`src/rtl/rv_div_iter.sv`:
```
`default_nettype none
// ============================================================================
// Module      : rv_div_iter
// Description : Iterative radix-2 restoring divider for RV32M DIV, DIVU, REM
//               and REMU. One operation in flight at a time, one quotient
//               bit per cycle, MSB first. Divide-by-zero and signed overflow
//               bypass the iteration and complete in the cycle after
//               acceptance.
//
// Ports       : clk        rising-edge clock
//               rstb       asynchronous active-low reset
//               flush      synchronous abort of any pending/completed op
//               in_valid   request valid
//               in_ready   block can accept a request (IDLE only)
//               op         00 DIV, 01 DIVU, 10 REM, 11 REMU
//               a          dividend
//               b          divisor
//               out_valid  result valid (held until out_ready)
//               out_ready  consumer accepts result
//               result     quotient or remainder selected by op
//               busy       high whenever not IDLE
//
// Revision    : 1.0 - initial release
// ============================================================================
module rv_div_iter #(
    parameter int XLEN = 32
) (
    input  logic            clk,
    input  logic            rstb,
    input  logic            flush,
    input  logic            in_valid,
    output logic            in_ready,
    input  logic [1:0]      op,
    input  logic [XLEN-1:0] a,
    input  logic [XLEN-1:0] b,
    output logic            out_valid,
    input  logic            out_ready,
    output logic [XLEN-1:0] result,
    output logic            busy
);

    // Iteration counter width; derived from XLEN, not meant to be overridden.
    localparam int CNT_W = $clog2(XLEN) + 1;

    localparam logic [CNT_W-1:0] c_cnt_last = CNT_W'(XLEN - 1);
    localparam logic [CNT_W-1:0] c_cnt_one  = CNT_W'(1);
    localparam logic [XLEN-1:0]  c_int_min  = {1'b1, {(XLEN-1){1'b0}}};
    localparam logic [XLEN-1:0]  c_all_ones = {XLEN{1'b1}};

    typedef enum logic [1:0] {
        ST_IDLE = 2'd0,
        ST_CALC = 2'd1,
        ST_DONE = 2'd2
    } state_t;

    state_t             r_state;
    logic [CNT_W-1:0]   r_cnt;
    logic [1:0]         r_op;
    logic               r_neg_q;    // quotient must be negated at the end
    logic               r_neg_r;    // remainder must be negated at the end
    logic [XLEN-1:0]    r_dvsr;     // divisor magnitude
    logic [XLEN-1:0]    r_quo;      // dividend bits shift out, quotient bits shift in
    logic [XLEN:0]      r_rem;      // partial remainder, one guard bit
    logic               r_out_valid;
    logic               r_in_ready;
    logic               r_busy;
    logic [XLEN-1:0]    r_result;

    // ------------------------------------------------------------------------
    // Request decode (only meaningful in IDLE)
    // ------------------------------------------------------------------------
    logic               w_signed;
    logic               w_a_neg;
    logic               w_b_neg;
    logic [XLEN-1:0]    w_a_mag;
    logic [XLEN-1:0]    w_b_mag;
    logic               w_div_zero;
    logic               w_ovf;

    always_comb begin
        // op[0] clear selects the signed variants (DIV, REM).
        w_signed   = ~op[0];
        w_a_neg    = w_signed & a[XLEN-1];
        w_b_neg    = w_signed & b[XLEN-1];
        w_a_mag    = w_a_neg ? -a : a;
        w_b_mag    = w_b_neg ? -b : b;
        w_div_zero = (b == '0);
        w_ovf      = w_signed & (a == c_int_min) & (b == c_all_ones);
    end

    // ------------------------------------------------------------------------
    // One restoring-division step
    // ------------------------------------------------------------------------
    logic [XLEN:0]      w_shift;
    logic [XLEN:0]      w_diff;
    logic               w_keep;
    logic [XLEN:0]      w_rem_next;
    logic [XLEN-1:0]    w_quo_next;
    logic [XLEN-1:0]    w_q_fix;
    logic [XLEN-1:0]    w_r_fix;

    always_comb begin
        // Bring the next dividend bit (MSB of r_quo) into the remainder.
        w_shift    = {r_rem[XLEN-1:0], r_quo[XLEN-1]};
        w_diff     = w_shift - {1'b0, r_dvsr};
        // A set guard bit means the true shifted value exceeds any XLEN-bit
        // divisor, so the subtraction is always kept in that case.
        w_keep     = r_rem[XLEN] | ~w_diff[XLEN];
        w_rem_next = w_keep ? w_diff : w_shift;
        w_quo_next = {r_quo[XLEN-2:0], w_keep};

        // Sign fix-up applied on the final step; remainder follows dividend.
        w_q_fix    = r_neg_q ? -w_quo_next : w_quo_next;
        w_r_fix    = r_neg_r ? -w_rem_next[XLEN-1:0] : w_rem_next[XLEN-1:0];
    end

    // ------------------------------------------------------------------------
    // Control FSM and datapath registers
    // ------------------------------------------------------------------------
    always_ff @(posedge clk or negedge rstb) begin
        if (!rstb) begin
            r_state     <= ST_IDLE;
            r_cnt       <= '0;
            r_op        <= '0;
            r_neg_q     <= 1'b0;
            r_neg_r     <= 1'b0;
            r_dvsr      <= '0;
            r_quo       <= '0;
            r_rem       <= '0;
            r_out_valid <= 1'b0;
            r_in_ready  <= 1'b1;
            r_busy      <= 1'b0;
            r_result    <= '0;
        end else if (flush) begin
            // Abort wins over a new request and over a result handshake.
            // r_result is left untouched so the output never goes undefined.
            r_state     <= ST_IDLE;
            r_cnt       <= '0;
            r_out_valid <= 1'b0;
            r_in_ready  <= 1'b1;
            r_busy      <= 1'b0;
        end else begin
            case (r_state)
                ST_IDLE: begin
                    if (in_valid) begin
                        r_op       <= op;
                        r_neg_q    <= w_a_neg ^ w_b_neg;
                        r_neg_r    <= w_a_neg;
                        r_dvsr     <= w_b_mag;
                        r_quo      <= w_a_mag;
                        r_rem      <= '0;
                        r_cnt      <= '0;
                        r_in_ready <= 1'b0;
                        r_busy     <= 1'b1;
                        if (w_div_zero) begin
                            // Quotient all ones, remainder is the raw dividend.
                            r_result    <= op[1] ? a : c_all_ones;
                            r_out_valid <= 1'b1;
                            r_state     <= ST_DONE;
                        end else if (w_ovf) begin
                            r_result    <= op[1] ? '0 : c_int_min;
                            r_out_valid <= 1'b1;
                            r_state     <= ST_DONE;
                        end else begin
                            r_state     <= ST_CALC;
                        end
                    end
                end

                ST_CALC: begin
                    r_quo <= w_quo_next;
                    r_rem <= w_rem_next;
                    r_cnt <= r_cnt + c_cnt_one;
                    if (r_cnt == c_cnt_last) begin
                        r_result    <= r_op[1] ? w_r_fix : w_q_fix;
                        r_out_valid <= 1'b1;
                        r_state     <= ST_DONE;
                    end
                end

                ST_DONE: begin
                    if (out_ready) begin
                        r_out_valid <= 1'b0;
                        r_in_ready  <= 1'b1;
                        r_busy      <= 1'b0;
                        r_state     <= ST_IDLE;
                    end
                end

                default: begin
                    r_state     <= ST_IDLE;
                    r_out_valid <= 1'b0;
                    r_in_ready  <= 1'b1;
                    r_busy      <= 1'b0;
                end
            endcase
        end
    end

    assign in_ready  = r_in_ready;
    assign out_valid = r_out_valid;
    assign busy      = r_busy;
    assign result    = r_result;

endmodule
`default_nettype wire

```
`config.mk`:
```
export PLATFORM = sky130hd
export DESIGN_NAME = rv_div_iter
export DESIGN_NICKNAME = d
export VERILOG_FILES = /design/src/rtl/rv_div_iter.sv
export SDC_FILE = /design/constraint.sdc
export NUM_CORES = 1
export LEC_CHECK = 0
export ABC_AREA = 1
export CAP_MARGIN = 20
export CORE_UTILIZATION = 54
export DETAILED_ROUTE_END_ITERATION = 16
export PLACE_DENSITY = 0.82
export SLEW_MARGIN = 20
export SYNTH_ARGS = -nofsm -noshare
export SYNTH_HDL_FRONTEND = slang
export SYNTH_SLANG_ARGS = --single-unit
```
`constraint.sdc`:
```
create_clock -name clk -period 5.4 [get_ports clk]
set_clock_uncertainty 0.2 [all_clocks]
set_input_delay 1.08 -clock clk [delete_from_list [all_inputs] [get_ports clk]]
set_output_delay 1.08 -clock clk [all_outputs]
set_load 0.01 [all_outputs]
```
== Word-level counts from Yosys, hierarchy flattened ==
Cells that the tools add are included.

* Register bits: 144
* Input bits: 71
* Output and inout port bits: 35

* Eq/ne operators: 13
* $add $sub $neg: 6
* Reductions and logical operators: 11
* Multiplexer cells: 41
* Bitwise logic cells: 9

{| class="wikitable"
|+ Operators with widths
! kind !! count
|-
| 32-bit two-way mux || 12
|-
| 32-bit negation || 4
|-
| 32-bit one-hot mux with 2 select lines || 2
|-
| 33-bit two-way mux || 2
|-
| 33-bit one-hot mux with 2 select lines || 1
|-
| 32-bit == test, second input constant || 2
|-
| 33-bit by 32-bit subtractor with 33-bit output || 1
|-
| 32-bit zero test || 1
|-
| 2-bit two-way mux || 6
|-
| 6-bit two-way mux || 2
|-
| 3-bit != test, second input constant || 4
|-
| 6-bit one-hot mux with 2 select lines || 1
|-
| 3-bit AND reduction || 4
|-
| 1-bit two-way mux || 11
|-
| 1-bit one-hot mux with 3 select lines || 3
|-
| 6-bit by 1-bit adder with 6-bit output, second input constant || 1
|-
| 6-bit by 5-bit == test with 1-bit output, second input constant || 1
|-
| 2-bit != test, second input constant || 3
|-
| 2-bit one-hot mux with 3 select lines || 1
|-
| 5-bit AND reduction || 1
|-
| 1-bit AND || 4
|-
| 4-bit != test, second input constant || 1
|-
| 4-bit AND reduction || 1
|-
| 1-bit NOT || 3
|-
| other kinds (8) || 8
|}

== Depth between registers and ports, before layout ==
Gate-level depths: netlist of run 1.

* Word-level depth: 9
* Gate-level depth with buffers: 35
* Mapped depth without buffers: 33

== Least setup slack after synthesis of run 1 ==
OpenSTA, ideal clock, no wires.

* Kind: flip-flop to flip-flop
* Start point: register r_quo[31]
* End point: register r_result[28], in the netlist result[28]
* Path buffers: 2
* Period minus slack after synthesis: 4246 ps
* Required time: 5083 ps
* Setup slack: 1154 ps
* Data arrival time: 3930 ps
* Setup time: 117 ps
* Cell stages (with the launch flop): 35
* Path through: dfrtp_1 > inv_1 > ha_1 > fa_1 > inv_1 > nand2_1 > nand2_1 > nand3_1 > nand2_2 > nand2_1 > nand2_2 > nand2_2 > nand3_2 > nand3_4 > buf_8 > buf_6 > inv_2 > ha_1 > nand3_1 > nor3_1 > nand2_1 > nor3_2 > nand2_1 > nor2_1 > nand2_1 > nor2_1 > nand3_1 > nand2_1 > nand2_1 > a21oi_1 > nand2_1 > a31oi_1 > nand2_1 > nand2_1 > nand2_1

* Longest elaborated chain between the ends: 9
* Elaborated cells between the ends (all ways): 11

{| class="wikitable"
|+ RTL lines
! item !! line !! source
|-
| start, declared || 62 || <nowiki>logic [XLEN-1:0] r_quo;</nowiki>
|-
| start signal, assigned || 150 || <nowiki>r_quo <= w_a_mag;</nowiki>
|-
| start signal, assigned || 171 || <nowiki>r_quo <= w_quo_next;</nowiki>
|-
| 33-bit by 32-bit subtractor with 33-bit output || 105 || <nowiki>w_diff = w_shift - {1'b0, r_dvsr};</nowiki>
|-
| 1-bit NOT || 108 || <nowiki>w_keep = r_rem[XLEN] | ~w_diff[XLEN];</nowiki>
|-
| 1-bit bitwise OR || 108 ||
|-
| 33-bit two-way mux || 109 || <nowiki>w_rem_next = w_keep ? w_diff : w_shift;</nowiki>
|-
| 32-bit negation || 114 || <nowiki>w_r_fix = r_neg_r ? -w_rem_next[XLEN-1:0] : w_rem_next[XLEN-1:0];</nowiki>
|-
| 32-bit two-way mux || 114 ||
|-
| 32-bit two-way mux * || 175 || <nowiki>r_result <= r_op[1] ? w_r_fix : w_q_fix;</nowiki>
|-
| 32-bit two-way mux * || 174 || <nowiki>if (r_cnt == c_cnt_last) begin</nowiki>
|-
| 32-bit one-hot mux with 2 select lines * || 143 || <nowiki>case (r_state)</nowiki>
|-
| end signal, assigned || 157 || <nowiki>r_result <= op[1] ? a : c_all_ones;</nowiki>
|-
| end signal, assigned || 161 || <nowiki>r_result <= op[1] ? '0 : c_int_min;</nowiki>
|-
| end signal, assigned || 175 ||
|-
| end, declared || 67 || <nowiki>logic [XLEN-1:0] r_result;</nowiki>
|}

Mark *: on every way between the ends. The rest lies on a longest branch, timed or not. The select of a mux whose other input is x is not followed.
A chain may end at the register's enable or synchronous reset.

== Worst setup path in the final report of run 1 ==
* Start point: register r_quo[31]
* End point: register r_result[30], in the netlist result[30]

Same word-level chain as after synthesis.

==> results.txt, run 1 <==
- The biggest area contributor in the post-synthesis netlist is sky130_fd_sc_hd__dfrtp_1.
- Async set-or-reset flop fraction in the synthesized netlist: between 90% and 100%
* Remaining max-slew budget at the tightest pin: 26.7%
- Minimum clock period: a little under 5 ns
* Syn nets: about 2.1k
- The final route contains about 14k vias.
- After layout, the worst path uses roughly nine tenths of the clock period.
- Count leader, synth: sky130_fd_sc_hd__nand2_1
- Weighted congestion reported at the end of routability-driven placement: roughly 1.0
- The mapped netlist covers 0.0125 mm2.
* Number of warnings reported in the yosys synthesis log: 0
- Largest net degree at the start of global routing: 107
- Setup slack of the most critical reg-to-reg path: around 0.57 ns
- Global route total overflow: 0
- Of the post-synthesis cell area, the dominant cell type holds between 20% and 30%.
- Compared with the post-synthesis result, the final layout area differs by 14.5%.
- Overall die height: roughly 150 um
* Total inserted antenna cells: 0
* Final setup viols: 0
- Buffers inserted during post-CTS setup optimization: 0
- At the placement stage, the worst setup path has a slack of 0.400 ns.
* Number of synthesized flops with an enable pin: 0
- Drt first pass iters: 6
* Accumulated negative setup slack: 0 ns
- The number of global-route vias before repair was ~13k.
- In this design, the stage delay of the slowest critical-path cell is about 0.43 ns.
- Maximum fanout encountered on the critical timing path: 4
* Number of buffers on the longest clock path: 2
- Most frequent cells after synthesis: 547 x sky130_fd_sc_hd__nand2_1, 223 x sky130_fd_sc_hd__inv_1, 207 x sky130_fd_sc_hd__o21ai_0
* Unrepaired setup endpoints after global routing: false
- The first global-routing pass estimated between 60000 and 70000 um of wire.
* Cell types with the largest area share after synthesis: sky130_fd_sc_hd__dfrtp_1 28%, sky130_fd_sc_hd__nand2_1 16%, sky130_fd_sc_hd__o21ai_0 8.3%
- Average wire per standard cell: around 19 um
* Maximum capacitance violations: 0
- After technology mapping, the gate count stands at just under 2k.
- The count of endpoints failing hold in the final timing report came to 0.
- For this design the top-level I/O count stands at between 100 and 150.
- Clock transition at the register clock pins on the worst setup and hold paths after CTS: roughly 0.070 ns
* Number of buffers inserted during clock tree synthesis: 17
- In this run, post-CTS repair resized a total of 0 instances.
- The finished layout holds approximately 2.3k standard cells, fillers aside.
* Die area: approximately 0.024 mm2
* Max Freq: between 200 and 250 MHz
- The floorplan step set the die width to 154 um.
- At the worst endpoint, the arrival time is just under 5 ns.
- The clock net in this run drives a total of about 140 sinks.
- The initial antenna violation count came to 0.
* Hold Worst Slack: ~0.28 ns
* # nets final: roughly 2.2k
* Path type of the worst setup path: reg2reg
- In the routed design, unresolved DRC markers number 0.
- Worst hold-check path type: reg2reg
* IO Port Bufs: 105
* Status: completed
* Part of the Yosys area used for sequential elements: between 20% and 30%
- STA classifies the critical path endpoint as a register.
* Average vias per placed instance: around 5.9
- The total area inside the core boundary comes to approximately 0.023 mm2.
- In this run the remaining antenna-violating nets after routing total 0.
- Site row count: 55
- At the later pin of the worst-skew pair, clock insertion delay measures roughly 0.44 ns.
- For this run, the leading register cell type out of synthesis is sky130_fd_sc_hd__dfrtp_1.
- Most used cell, CP: sky130_fd_sc_hd__nand2_1
- CTS placed an instance of sky130_fd_sc_hd__clkbuf_16 at the clock tree root.
* Count of H-tree levels built during CTS: 4
* Mean Syn Cell Area: 6.33 um2
- Counting flops and latches in the post-synthesis netlist gives roughly 140.
- Initial Utilization: 55.1%
* Launching element type of the critical path: register
- Of the cells placed in the final design, the portion with a size suffix greater than 1 is between 7 and 8%.
- Slew @ Worst Pin: ~1.1 ns
* CP Data Required Time: between 5 and 6 ns
- After clock tree synthesis, the flow added hold-fix buffers numbering 0.
- TritonCTS built the clock tree.
- Placed Instances: between 2k and 2.5k
* Placed wire-length estimate after detailed placement: 33200 um
* Max-slew violations: 0
- The slowest stage of the critical path belongs to the cell sky130_fd_sc_hd__fa_1.
- Global routing consumed, over all layers together, 37.3% of the routing resources.
- The first routing iteration left around 1.5k violations.
* Final wirelength: ~44000 um
- The number of different library cells used by synthesis comes to 57.
- Worst Slack Setup Final: 0.568 ns
[worst max-delay path: cells and delay by family, from the launching register on]
family,cells,cell delay (ns)
flops,1,0.37
buf+inv,3,0.23
compound gates,3,0.50
simple gates,23,2.53
fa+ha+maj,3,0.88
[registers in the layout, summed over array words and instances, names as in the netlist]
name	count
r_rem	33
r_state	2
out_valid	1
in_ready	1
r_op	1
r_quo	32
result	32
r_cnt	6
busy	1
r_neg_q	1
r_dvsr	32
r_neg_r	1
[stage by stage]
stage / util, % / area (um2)
final: 63.1 / 14300
after global routing: 63.1 / 14300
after CTS: 63.0 / 14300
after global placement: 60.5 / 13700
after detailed placement: 60.5 / 13700
after floorplan: - / 12500
[worst paths after layout]
| check | from | to | cells past startpoint |
|---|---|---|---|
| min in group asynchronous | rstb | result[4]$_DFFE_PN0P_ | 1 |
| max in group asynchronous | rstb | r_rem[32]$_DFFE_PN0P_ | 2 |
| min reg2reg | result[19]$_DFFE_PN0P_ | result[19]$_DFFE_PN0P_ | 2 |
| min | result[19]$_DFFE_PN0P_ | result[19]$_DFFE_PN0P_ | 2 |
| max reg2reg | r_quo[31]$_DFFE_PN0P_ | result[30]$_DFFE_PN0P_ | 32 |
| max | r_quo[31]$_DFFE_PN0P_ | result[30]$_DFFE_PN0P_ | 32 |
[cell families (layout without fill, tap and decap cells)]
logic type      after synthesis  after routing  share of synthesized area, %
xor+xnor                     70             70                          4.91
buf+inv                     316            399                          10.2
compound gates              405            405                          17.8
flops                       143            143                          28.7
simple gates                999            999                          34.4
fa+ha+maj                    39             39                          3.97
[cell usage in the layout (no fill, tap or decap), types with 4 or more instances in the layout]
| cell | synthesis | routed |
|---|---|---|
| sky130_fd_sc_hd__xor2_1 | 48 | 48 |
| sky130_fd_sc_hd__a21oi_2 | 7 | 7 |
| sky130_fd_sc_hd__inv_2 | 17 | 17 |
| sky130_fd_sc_hd__nand3_2 | 5 | 5 |
| sky130_fd_sc_hd__nor3_1 | 28 | 28 |
| sky130_fd_sc_hd__o221ai_1 | 8 | 8 |
| sky130_fd_sc_hd__o22ai_1 | 6 | 6 |
| sky130_fd_sc_hd__nand2_2 | 26 | 27 |
| sky130_fd_sc_hd__and2_1 | 5 | 5 |
| sky130_fd_sc_hd__inv_1 | 223 | 223 |
| sky130_fd_sc_hd__nand4_1 | 16 | 16 |
| sky130_fd_sc_hd__a21oi_1 | 113 | 113 |
| sky130_fd_sc_hd__dfrtp_1 | 142 | 142 |
| sky130_fd_sc_hd__o21ai_1 | 13 | 13 |
| sky130_fd_sc_hd__o211ai_1 | 18 | 18 |
| sky130_fd_sc_hd__o21ai_2 | 5 | 5 |
| sky130_fd_sc_hd__nand2_1 | 547 | 546 |
| sky130_fd_sc_hd__xnor2_1 | 22 | 22 |
| sky130_fd_sc_hd__a31oi_1 | 7 | 7 |
| sky130_fd_sc_hd__nor2_1 | 184 | 183 |
| sky130_fd_sc_hd__o21ai_0 | 207 | 206 |
| sky130_fd_sc_hd__buf_4 | 3 | 19 |
| sky130_fd_sc_hd__clkbuf_16 | 0 | 17 |
| sky130_fd_sc_hd__nor2_2 | 12 | 12 |
| sky130_fd_sc_hd__clkdlybuf4s50_1 | 0 | 104 |
| sky130_fd_sc_hd__nor2_4 | 5 | 6 |
| sky130_fd_sc_hd__nor4_1 | 17 | 17 |
| sky130_fd_sc_hd__clkinv_4 | 0 | 4 |
| sky130_fd_sc_hd__ha_1 | 38 | 38 |
| sky130_fd_sc_hd__nor3_2 | 4 | 4 |
| sky130_fd_sc_hd__nand3_1 | 139 | 139 |
[layer usage]
layer	vias up	global-route usage [%]	share of wire, %
li1	6580	-	-
met1	6446	52.8	44
met2	735	56.5	44
met3	108	7.47	9.8
met4	0	12.9	3.1
met5	-	0	0
[final cells by class]
| type | count | area, um2 |
|---|---|---|
| Sequential cell | 143 | 3580 |
| Inverter | 242 | 910 |
| Fill cell | 2155 | 8350 |
| Clock buffer | 19 | 443 |
| Multi-Input combinational cell | 1513 | 7650 |
| Tap cell | 285 | 357 |
| Clock inverter | 13 | 130 |
| Timing Repair Buffer | 125 | 1220 |
Power of run 1 is not shown: default switching activity piles up to over one toggle a cycle in this logic, so the estimate is an artifact.
==> run 2: changes to the inputs <==
Settings changed: CORE_ASPECT_RATIO from default to 1.2, MAX_ROUTING_LAYER from default to met4.
==> run 2 against run 1 <==
- critical path depth stayed put
- worst hold slack gained 0.0013 ns
- count of clock-buffer cells in the layout is 2 lower
- fmax grew 2.0%
- final cell count fell by 0.47%
- utilization grew 0.22 points
- flip-flop and latch count did not move
- setup slack improved by 0.095 ns
- non-clock buffer count shrank 5
- highest routed layer unchanged
==> results.txt, run 2 (synthesis results as in run 1) <==
- Largest net degree at the start of global routing: around 110
- Fin cells: ~2.3k
* Site row count: 60
* Remaining max-slew budget at the tightest pin: 32.7%
- Tcrit/Tclk final: between 80% and 90%
* Critical-path top delay cell: sky130_fd_sc_hd__fa_1
* Flip-flop count of the largest register after layout: 33
- Count of H-tree levels built during CTS: 4
* Clk sink count: roughly 140
- Stage delay of the slowest cell on the critical path: 0.47 ns
- Placed wire-length estimate after detailed placement: around 33000 um
* CP Capture Type: register
- The setup path with the least slack is of type reg2reg.
- STA puts the critical path data required time at ~5.6 ns.
- The count of endpoints failing hold in the final timing report is 0.
- For this run, design rule violations remaining after detail routing come to 0.
* Average wire per standard cell: about 18 um
* DRC violation total after the first TritonRoute iteration: 1172
- TritonCTS built the clock tree.
* Global route total overflow: 0
* Layout cell share with drive strength beyond 1: under 10%
- The min-delay analysis places its worst path in the category reg2reg.
* Number of top-level design ports: 106
* Die area: 0.0237 mm2
- For flop-to-flop paths, the worst setup slack is 0.66 ns.
- In the post-route analysis, the smallest setup slack over all paths is roughly 0.66 ns.
- In this run, post-CTS hold repair placed 0 buffers.
* Vias in the first global route: about 13k
* Most common library cell in the layout ignoring fill and taps: sky130_fd_sc_hd__nand2_1
- Dividing the detail-routed via count by the number of cells gives between 5 and 6.
- OpenSTA, run right after detailed placement, puts the worst setup slack at around 0.39 ns.
- Root cell of the clock tree: sky130_fd_sc_hd__clkbuf_16
- The worst path needs roughly 4.7 ns of the cycle, external delays included.
* Routed Antenna Nets: 0
* Maximum capacitance violations: 0
- Slew @ Worst Pin: 1.01 ns
- Launching element type of the critical path: register
- The repair_antennas step left the layout with diodes totalling 0.
* Vias: approximately 14k
- Maximum fanout encountered on the critical timing path: 4
* Critical path arrival: between 4 and 5 ns
* Area growth syn-to-layout: 14.3%
* Unrepaired setup endpoints after global routing: false
- Max Freq: approximately 210 MHz
- Placed Instances: 2297
* Final wirelength: 42900 um
- Antenna violations before repair: 0
* Status: completed
- Max-slew violations: 0
- Clock insertion delay at the later pin of the skew report: 0.44 ns
* Gr usage total: 38.1%
- Initial Utilization: 55.4%
* Clock transition at the register clock pins on the worst setup and hold paths after CTS: about 0.080 ns
* # nets final: about 2.1k
- The clock passes through at most 2 buffers.
- Accumulated negative setup slack: 0 ns
- Final setup viols: 0
- Post-cts repair resize count: 0
- Die X-Extent: ~140 um
- The most numerous cell type found on the critical path is sky130_fd_sc_hd__nand2_1.
- Global-route wire length before repair: ~70000 um
- The total area inside the core boundary comes to around 0.023 mm2.
- Input and output buffers added on the ports amount to 105.
- Drt first pass iters: 8
- Biggest register: r_rem
* Overall die height: around 170 um
* Weighted congestion reported at the end of routability-driven placement: 0.990
* Buffers inserted during post-CTS setup optimization: 0
- Most used cells in the layout excluding fill and tap cells: 546 x sky130_fd_sc_hd__nand2_1, 223 x sky130_fd_sc_hd__inv_1, 206 x sky130_fd_sc_hd__o21ai_0, 183 x sky130_fd_sc_hd__nor2_1, 142 x sky130_fd_sc_hd__dfrtp_1
- Number of buffers inserted during clock tree synthesis: 17
## run 2: final timing paths
check,from,endpoint,cells after the start
worst max-delay path,r_quo[31]$_DFFE_PN0P_,result[26]$_DFFE_PN0P_,32
worst min-delay path,result[17]$_DFFE_PN0P_,result[17]$_DFFE_PN0P_,2
worst max register to register,r_quo[31]$_DFFE_PN0P_,result[26]$_DFFE_PN0P_,32
worst min register to register,result[17]$_DFFE_PN0P_,result[17]$_DFFE_PN0P_,2
max in group asynchronous,rstb,result[0]$_DFFE_PN0P_,2
min in group asynchronous,rstb,result[16]$_DFFE_PN0P_,1
## run 2: through the flow
stage	hold WS, ns	utilization [%]	area, um2
floorplan	0.253	-	12500
global placement	0.266	60.6	13700
detailed placement	0.265	60.6	13700
CTS	0.286	63.3	14300
global route	0.303	63.4	14300
finish	0.285	63.4	14300
## run 2: layout make-up
type	instances	area [um2]
multi-input cells	1513	7650
clock inverters	15	184
well taps	279	349
inverters	242	910
flip-flops and latches	143	3580
repair buffers	120	1170
clock buffers	17	425
fillers	2112	8250
## run 2: worst max-delay path: cells and delay by family, from the launching register on
family	cells	cell delay, ns
buf+inv	3	0.34
compound gates	2	0.24
xor+xnor	1	0.17
fa+ha+maj	3	0.88
flops	1	0.36
simple gates	23	2.47
## run 2: layer usage
metal	routed length, um	global-route usage (%)	vias up	share of wire, %
met5	0	-	-	0
met3	2620	3.88	142	6.1
li1	-	-	6561	-
met1	16700	43.7	6337	39
met2	21000	64.8	607	49
met4	2630	22.2	0	6.1
Power of run 2 is left out for the same reason.
==> run 3: changes to the inputs <==
Clock period 5.4 ns to 4.45 ns, I/O delays scaled along.
==> run 3 against run 2 <==
- die area is the same
- first-iteration DRC count grew 9.7%
- routed wire length shrank 1.1%
- non-clock buffer count grew 32
- count of clock-buffer cells in the layout grew 2
- utilization grew 1.5 points
- global-route usage shrank 0.59 points
==> results.txt, run 3 (synthesis results as in run 1) <==
- For this block, the routed nets add up to about 42000 um of wire.
* Placeable Area: roughly 0.023 mm2
- Remaining max-slew budget at the tightest pin: between 30% and 40%
- Flip-flop count of the largest register after layout: 33
* Max-slew violations: 0
* Critical path arrival: around 4.4 ns
- For this run, the post-layout net count is approximately 2.2k.
* TritonCTS clock tree: yes
- STA puts the critical path data required time at 4.61 ns.
* Number of top-level design ports: 106
- Counting the fill cells in the layout gives roughly 2.1k.
- The H-tree generated during clock tree synthesis spans 4 levels.
* Root cell of the clock tree: sky130_fd_sc_hd__clkbuf_16
- Gr usage total: about 37%
* Path type of the worst setup path: in2reg
- The first routing iteration left ~1.3k violations.
* Biggest register: r_rem
- The total overflow left after global routing is 0.
* Area taken by flip-flops and latches: between 0.003 and 0.004 mm2
- The number of global-route vias before repair is about 13k.
* Critical-path top delay cell: sky130_fd_sc_hd__clkdlybuf4s50_1
- Total inserted antenna cells: 0
* Setup slack of the most critical reg-to-reg path: about 0.3 ns
- Leaving out fill and tap cells, the most frequent cells in the layout are 541 x sky130_fd_sc_hd__nand2_1, 221 x sky130_fd_sc_hd__inv_1, 206 x sky130_fd_sc_hd__o21ai_0, 180 x sky130_fd_sc_hd__nor2_1, 142 x sky130_fd_sc_hd__dfrtp_1.
* Minimum clock period: 4.20 ns
- Clock insertion delay at the later pin of the skew report: approximately 0.43 ns
- Dividing the detail-routed wire length by the instance count gives 18.0 um.
* Average vias per placed instance: roughly 6
- CTS saw 143 sinks.
- In this design, the stage delay of the slowest critical-path cell is 0.47 ns.
* Max Freq: approximately 240 MHz
* Number of hold violations in the final report: 0
- Final setup viols: 0
* Overall die height: between 150 and 200 um
- Worst hold-check path type: reg2reg
- Placed wire-length estimate after detailed placement: between 30000 and 40000 um
- The number of hold buffers added after CTS was 0.
- Hold path start: result[11]$_DFFE_PN0P_
- Die X-Extent: 141 um
* Clock transition at the register clock pins on the worst setup and hold paths after CTS: about 0.06 ns
- The detail route stage leaves a number of antenna-violating nets equal to 0.
- The worst register-to-register path begins at r_quo[31]$_DFFE_PN0P_.
* Status: completed
* Area growth syn-to-layout: 17.0%
- Site row count: 60
- By instance count, the cell type seen most on the critical path is sky130_fd_sc_hd__nand3_1.
* Largest net degree at the start of global routing: 80
* Die area: approximately 0.024 mm2
- The tool flagged a number of max-cap violations equal to 0.
- During placement, the flow inserted port buffers numbering about 110.
* RR Endpoint: result[28]$_DFFE_PN0P_
* Antenna violations before repair: 0
* Number of buffers inserted during clock tree synthesis: 17
- Along the worst path, the maximum fanout reaches 57.
* Most common library cell in the layout ignoring fill and taps: sky130_fd_sc_hd__nand2_1
- For this configuration, the core starts out at a cell density of 55.4%.
* Launching element type of the critical path: primary input
* Number of instances on the worst hold path: 2
- At the pin with the least slew margin, the transition time is between 0.9 and 1 ns.
- The longest clock path from root to sink contains 2 buffers.
- Drt first pass iters: 8
- The worst hold path terminates at result[11]$_DFFE_PN0P_.
- Series of cell instances along the critical path: clkdlybuf4s50_1 -> inv_1 -> ha_1 -> inv_1 -> nor4_2 -> nand3_1 -> nor2_2 -> nand3_1 -> nor4_1 -> a211oi_1 -> nand2_1 -> nand3_1 -> inv_2 -> nand2_2 -> buf_12 -> clkinv_2 -> nand3_1 -> nand2_1
- Unrepaired setup endpoints after global routing: true
* Accumulated negative setup slack: 0 ns
* Layout cell share with drive strength beyond 1: under 10%
- Weighted congestion reported at the end of routability-driven placement: ~1.0
* Global-route wire length before repair: 67100 um
- CP Capture Type: register
* Tcrit/Tclk final: between 90 and 100%
* Drc violations: 0
- Vias: about 14k
- Final hold analysis gives a worst-case slack of around 0.28 ns.
* R2R cell count: 32
- Summing all multi-input logic gate instances after layout gives approximately 0.0077 mm2.
-- run 3: changes by cell type in the layout (fill, tap and decap cells not counted), moves of 3 or more --
| cell | change |
|---|---|
| sky130_fd_sc_hd__nand2_2 | +5 |
| sky130_fd_sc_hd__nand2_1 | -5 |
| sky130_fd_sc_hd__nor2_1 | -3 |
| sky130_fd_sc_hd__clkinv_8 | -5 |
| sky130_fd_sc_hd__buf_4 | +30 |
| sky130_fd_sc_hd__ha_1 | -3 |
-- run 3: worst max-delay path by stage --
stage / start / endpoint / slack [ns] / cells past startpoint
5_1_grt: r_quo[31]$_DFFE_PN0P_ / result[28]$_DFFE_PN0P_ / -0.06 / 32
3_3_place_gp: a[0] / result[29]$_DFFE_PN0P_ / -0.27 / 18
3_5_place_dp: a[0] / result[29]$_DFFE_PN0P_ / -0.29 / 18
4_1_cts: r_quo[31]$_DFFE_PN0P_ / result[28]$_DFFE_PN0P_ / 0.02 / 32
2_1_floorplan: r_quo[31]$_DFFE_PN0P_ / result[28]$_DFFE_PN0P_ / 0.20 / 34
6_report: a[0] / result[29]$_DFFE_PN0P_ / 0.25 / 18
-- run 3: metrics by stage --
stage	std cells	utilization, %	setup WS, ns	instance area, um2
floorplan	1972	-	0.204	12500
global placement	2326	61.7	-0.275	13900
detailed placement	2326	61.7	-0.294	13900
CTS	2358	64.3	0.0192	14500
global route	2361	64.8	-0.0635	14600
finish	2361	64.8	0.250	14600
-- run 3: critical path, delay by kind of cell --
family,cells,cell delay (ns)
buffers and inverters,6,1.12
AND/OR/NAND/NOR,10,1.97
adder cells (fa/ha/maj),1,0.19
AO/OA/AOI/OAI,1,0.14
-- run 3: layout make-up --
type / instances / share of cell area [%]
Clock buffer: 19 / 3.10
Tap cell: 279 / 2.39
Timing Repair Buffer: 152 / 9.73
Clock inverter: 13 / 0.985
Inverter: 242 / 6.24
Multi-Input combinational cell: 1513 / 53.0
Sequential cell: 143 / 24.5
-- run 3: layer usage --
layer	global-route usage [%]	wire (um)
met1	43.9	16400
met2	59.3	19600
met3	4.78	3080
met4	27.7	3330
met5	-	0
-- run 3: what timing repair did --
action / CTS / global route
gates resized for setup: 1 / 24
cloned: 0 / 0
setup endpoints to repair: 2 / 31
buffers inserted: 0 / 3
pin swaps: 0 / 6
Power of run 3 is left out for the same reason.
